$ cat src/rtl/alu_pkg.sv
// Shared ALU definitions: NZCV flag record and bit positions used by all ALU units.
package alu_pkg;

  typedef struct packed {
    logic n;
    logic z;
    logic c;
    logic v;
  } alu_flags_t;

  localparam int FLAG_N = 3;
  localparam int FLAG_Z = 2;
  localparam int FLAG_C = 1;
  localparam int FLAG_V = 0;

endpackage

$ cat src/rtl/alu_flag_gen.sv
// Combinational NZCV derivation from an ALU result plus the producing unit's carry/overflow.
module alu_flag_gen
  import alu_pkg::*;
#(
  parameter int N = 4
) (
  input  logic [N-1:0] result,
  input  logic         carry,
  input  logic         overflow,
  output alu_flags_t   flags
);

  logic [3:0] flag_vec;

  always_comb begin
    flag_vec         = '0;
    flag_vec[FLAG_N] = result[N-1];
    flag_vec[FLAG_Z] = (result == '0);
    flag_vec[FLAG_C] = carry;
    flag_vec[FLAG_V] = overflow;
  end

  assign flags = alu_flags_t'(flag_vec);

endmodule

$ cat src/rtl/alu_result_stage.sv
// Registered ALU output stage: 2-entry skid buffer carrying result+NZCV, plus the architectural flag register.
module alu_result_stage
  import alu_pkg::*;
#(
  parameter int N = 4
) (
  input  logic         clk,
  input  logic         rst,
  input  logic         in_valid,
  output logic         in_ready,
  input  logic [N-1:0] in_result,
  input  logic         in_carry,
  input  logic         in_overflow,
  input  logic         in_flag_we,
  output logic         out_valid,
  input  logic         out_ready,
  output logic [N-1:0] out_result,
  output logic [3:0]   out_flags,
  output logic [3:0]   arch_flags
);

  alu_flags_t   flags_p0;

  logic         main_valid_p1;
  logic [N-1:0] main_result_p1;
  alu_flags_t   main_flags_p1;
  logic         main_we_p1;

  logic         skid_valid_p1;
  logic [N-1:0] skid_result_p1;
  alu_flags_t   skid_flags_p1;
  logic         skid_we_p1;

  logic         in_ready_r;
  alu_flags_t   arch_flags_r;

  logic         accept;
  logic         emit;

  alu_flag_gen #(.N(N)) u_flag_gen (
    .result   (in_result),
    .carry    (in_carry),
    .overflow (in_overflow),
    .flags    (flags_p0)
  );

  assign accept = in_valid & in_ready_r;
  assign emit   = main_valid_p1 & out_ready;

  // Stage p0 -> p1: capture into main or skid; skid refills main on emit
  always_ff @(posedge clk) begin
    if (rst) begin
      main_valid_p1  <= 1'b0;
      main_result_p1 <= '0;
      main_flags_p1  <= '0;
      main_we_p1     <= 1'b0;
      skid_valid_p1  <= 1'b0;
      skid_result_p1 <= '0;
      skid_flags_p1  <= '0;
      skid_we_p1     <= 1'b0;
      in_ready_r     <= 1'b1;
      arch_flags_r   <= '0;
    end else begin
      if (emit && main_we_p1) begin
        arch_flags_r <= main_flags_p1;
      end

      // in_ready is low whenever skid is full, so accept cannot coincide with a skid drain
      if (emit && skid_valid_p1) begin
        main_valid_p1  <= 1'b1;
        main_result_p1 <= skid_result_p1;
        main_flags_p1  <= skid_flags_p1;
        main_we_p1     <= skid_we_p1;
        skid_valid_p1  <= 1'b0;
        in_ready_r     <= 1'b1;
      end else if (accept && (!main_valid_p1 || emit)) begin
        main_valid_p1  <= 1'b1;
        main_result_p1 <= in_result;
        main_flags_p1  <= flags_p0;
        main_we_p1     <= in_flag_we;
      end else if (accept) begin
        skid_valid_p1  <= 1'b1;
        skid_result_p1 <= in_result;
        skid_flags_p1  <= flags_p0;
        skid_we_p1     <= in_flag_we;
        in_ready_r     <= 1'b0;
      end else if (emit) begin
        main_valid_p1  <= 1'b0;
      end
    end
  end

  assign in_ready   = in_ready_r;
  assign out_valid  = main_valid_p1;
  assign out_result = main_result_p1;
  assign out_flags  = main_flags_p1;
  assign arch_flags = arch_flags_r;

endmodule

$ cat config.mk
export PLATFORM = sky130hd
export DESIGN_NAME = alu_result_stage
export DESIGN_NICKNAME = d
export VERILOG_FILES = /design/src/rtl/alu_pkg.sv /design/src/rtl/alu_flag_gen.sv /design/src/rtl/alu_result_stage.sv
export SDC_FILE = /design/constraint.sdc
export NUM_CORES = 1
export LEC_CHECK = 0
export CORE_AREA = 2 2 53 55
export CTS_BUF_LIST = sky130_fd_sc_hd__clkbuf_4 sky130_fd_sc_hd__clkbuf_8
export DETAILED_ROUTE_END_ITERATION = 8
export DIE_AREA = 0 0 55 57
export PLACE_DENSITY = 0.7
export SLEW_MARGIN = 20
export SYNTH_ARGS = -nofsm -noshare
export SYNTH_HDL_FRONTEND = slang
export SYNTH_HIERARCHICAL = 1
export SYNTH_SLANG_ARGS = --single-unit
$ cat constraint.sdc
create_clock -name clk -period 3.2 [get_ports clk]
set_clock_uncertainty 0.15 [all_clocks]
set_input_delay 0.64 -clock clk [delete_from_list [all_inputs] [get_ports clk]]
set_output_delay 0.64 -clock clk [all_outputs]
set_load 0.02 [all_outputs]
==> flow_summary.ini <==
[run_status]
status = complete, no violations

[layout]
multi_input_area_um2 = 518.0
drive_above_1_share = 0.1135
final-seq-area_um2 = 500.5
n_antenna_cell = 0
instances_no_fill = 172
fill_cells = 270
syn_to_final_growth_pct = 21.45
fin_nets = 153
final_core_util = 0.5120

[floorplan]
std_cell_rows = 19
io_pins = 25
dieWidth_um = 55
core_um2 = 2615
dieArea_um2 = 3135
die_h_um = 57
start_util = 0.4215

[worst_setup_path]
critPathLaunch = out_valid$_SDFFE_PP0P_
max_stage_delay_ns = 0.65
criticalPathCategory = reg -> out
slowest_stage = clkdlybuf4s50_1
path_cells = clkdlybuf4s50_1
rr_startpoint = out_valid$_SDFFE_PP0P_
timing.critical_path.max_delay_family = buffers and inverters
start_kind = flip-flop
crit_fanout = 9
reg2reg_slack_ns = 1.66
timing.rr.end = main_we_p1$_SDFFE_PP0P_
cp.required_ns = 2.41
crit_path_end_kind = output port
r2r_cells = 3
path_buf_inv = 1
cp.arrival_ns = 1.43

[synthesis]
synth_nets = 135
yosys_warnings = 6
synth_top_area_share = 0.4540
synth.area.top_cells = dfxtp_1, nand2_1, a311oi_2
netlist.top_cell.by_area = dfxtp_1
avgSynthCellArea_um2 = 8.890
syn_inst = 124
ys_ff_latch = 25
syn_area_um2 = 1102
synth_cell_types = 23
synth-seq-area-share = 0.4540

[cts]
path_clk_slew_ns = 0.13
cts_max_level = 1
cts-root-buf = clkbuf_4
cts.path.max_buffers = 2
ctsResizeCount = 0
postCtsHoldBufs = 0
cts_tree = built
postCtsSetupBuffers = 0
insertion_delay_ns = 0.30
numCtsBuffers = 3
cts.sinks = 25

[routing]
drtPass1Iterations = 4
initialDrtViolationCount = 5
avgViaCountPerCell = 5.209
postRouteAntennaNets = 0
wl_per_cell_um = 12.24
via_count = 896
drt_wl_total_um = 2105
drc = 0

[timing]
setup_viol = 0
grt_setup_unrepaired = false
fmax_ghz = 0.4503
max-slew-margin-rel = 0.4976
worst_slack_ns = 0.9791
whs_ns = 0.3164
hold_viol = 0
slew_violations = 0
tightestPinTransition_ns = 0.7513
tns_ns = 0
min_period_ns = 2.221
timing.final.crit_share = 0.6940

[power]
p_per_area_nw_per_um2 = 438.6
vdd.ir_drop.worst_mv = 0.2219
p_leak_uw = 0.0004914

[hold_path]
min_path_cells = 2
hold_end = skid_flags_p1[2]$_SDFFE_PP0P_
holdCritPathClass = reg -> reg
holdCritStartpoint = skid_flags_p1[2]$_SDFFE_PP0P_

[global_route]
track_usage = 0.1458
grt_first_pass_wirelength_um = 3422
antenna_found_initial = 0
grt_max_degree = 19
grt_overflow = 0
grt_pass1_vias = 783

[placement]
dp_hpwl_um = 1576
place_ws_ns = 0.9200
io_buffers = 24
dp_cells = 168
gp_congestion = 0.8153

[run]
cap_violations = 0
-- worst min-delay path, stage by stage (launching register included) --
cell     delay (ns)
dfxtp_1        0.33
nand2_1        0.05
a21oi_1        0.05
-- placed cells by master (no fill, tap or decap) --
master	instances
a211o_1	1
nor2_1	5
and4b_1	1
nand4b_1	1
nand2b_1	1
inv_1	1
dfxtp_1	25
nor4_2	1
nand2_1	37
a311oi_2	9
nor3_1	1
and3_1	1
clkdlybuf4s50_1	24
clkbuf_4	4
buf_4	1
mux2i_1	4
nand3_1	2
a21oi_1	19
a22o_1	1
and2_4	1
o21ai_0	1
-- logic make-up (layout without fill, tap and decap cells) --
| logic type | Yosys count | count (layout) | synth area share |
|---|---|---|---|
| buf+inv | 13 | 30 | 0.07603 |
| simple gates | 51 | 51 | 0.2043 |
| compound gates | 31 | 31 | 0.2293 |
| mux | 4 | 4 | 0.03632 |
| flops | 25 | 25 | 0.4540 |
-- synth_stat cells --
library cell  number
nand2_1           37
dfxtp_1           25
a21oi_1           19
a311oi_2           9
nor2_1             5
clkbuf_1           4
mux2i_1            4
buf_4              3
buf_6              3
nand3_1            2
a211o_1            1
a22o_1             1
and2_4             1
and3_1             1
and4b_1            1
buf_1              1
buf_2              1
inv_1              1
nand2b_1           1
nand4b_1           1
nor3_1             1
nor4_2             1
o21ai_0            1
-- stage by stage --
step,cell area (µm²),total power (µW)
global route,1339,615.7
CTS,1339,592.9
detailed placement,1309,448.6
global placement,1309,446.8
floorplan,1102,412.3
finish,1339,587.1
-- cell type report --
cell class	instances	area share
clock buffers	4	0.02243
inverters	1	0.002804
multi-input cells	86	0.3869
flip-flops and latches	25	0.3738
well taps	31	0.02897
repair buffers	25	0.1850
-- layer usage --
layer	global-route usage	wire, µm	vias up
li1	-	-	460
met1	0.1894	972	415
met2	0.2398	1024	19
met3	0.03141	89	2
met4	0.04181	19	0
met5	0	0	-
-- registers in the layout, indices dropped and copies added, names as in the netlist --
signal / count
skid_we_p1: 1
out_flags: 4
out_valid: 1
skid_result_p1: 4
skid_valid_p1: 1
main_we_p1: 1
skid_flags_p1: 4
arch_flags: 4
out_result: 4
in_ready: 1
-- worst max path at each step --
stage	cells past startpoint	end	slack [ns]
3_3_place_gp	4	out_flags[0]$_SDFFE_PP0P_	0.96
3_5_place_dp	3	in_ready$_SDFFE_PP1P_	0.92
4_1_cts	1	out_valid	0.96
5_1_grt	1	out_valid	0.89
2_1_floorplan	3	skid_valid_p1$_SDFFE_PP0P_	1.54
6_report	1	out_valid	0.98
-- power by group --
part	total, µW	internal [µW]	switching (µW)	leakage, µW
registers	337	326	10.7	0.000204
clock network	146	57.1	89.1	0.0000184
logic	104	50.5	53.4	0.000269
total	587	434	153	0.000491
Note: power is estimated with default switching activity, not from simulation.
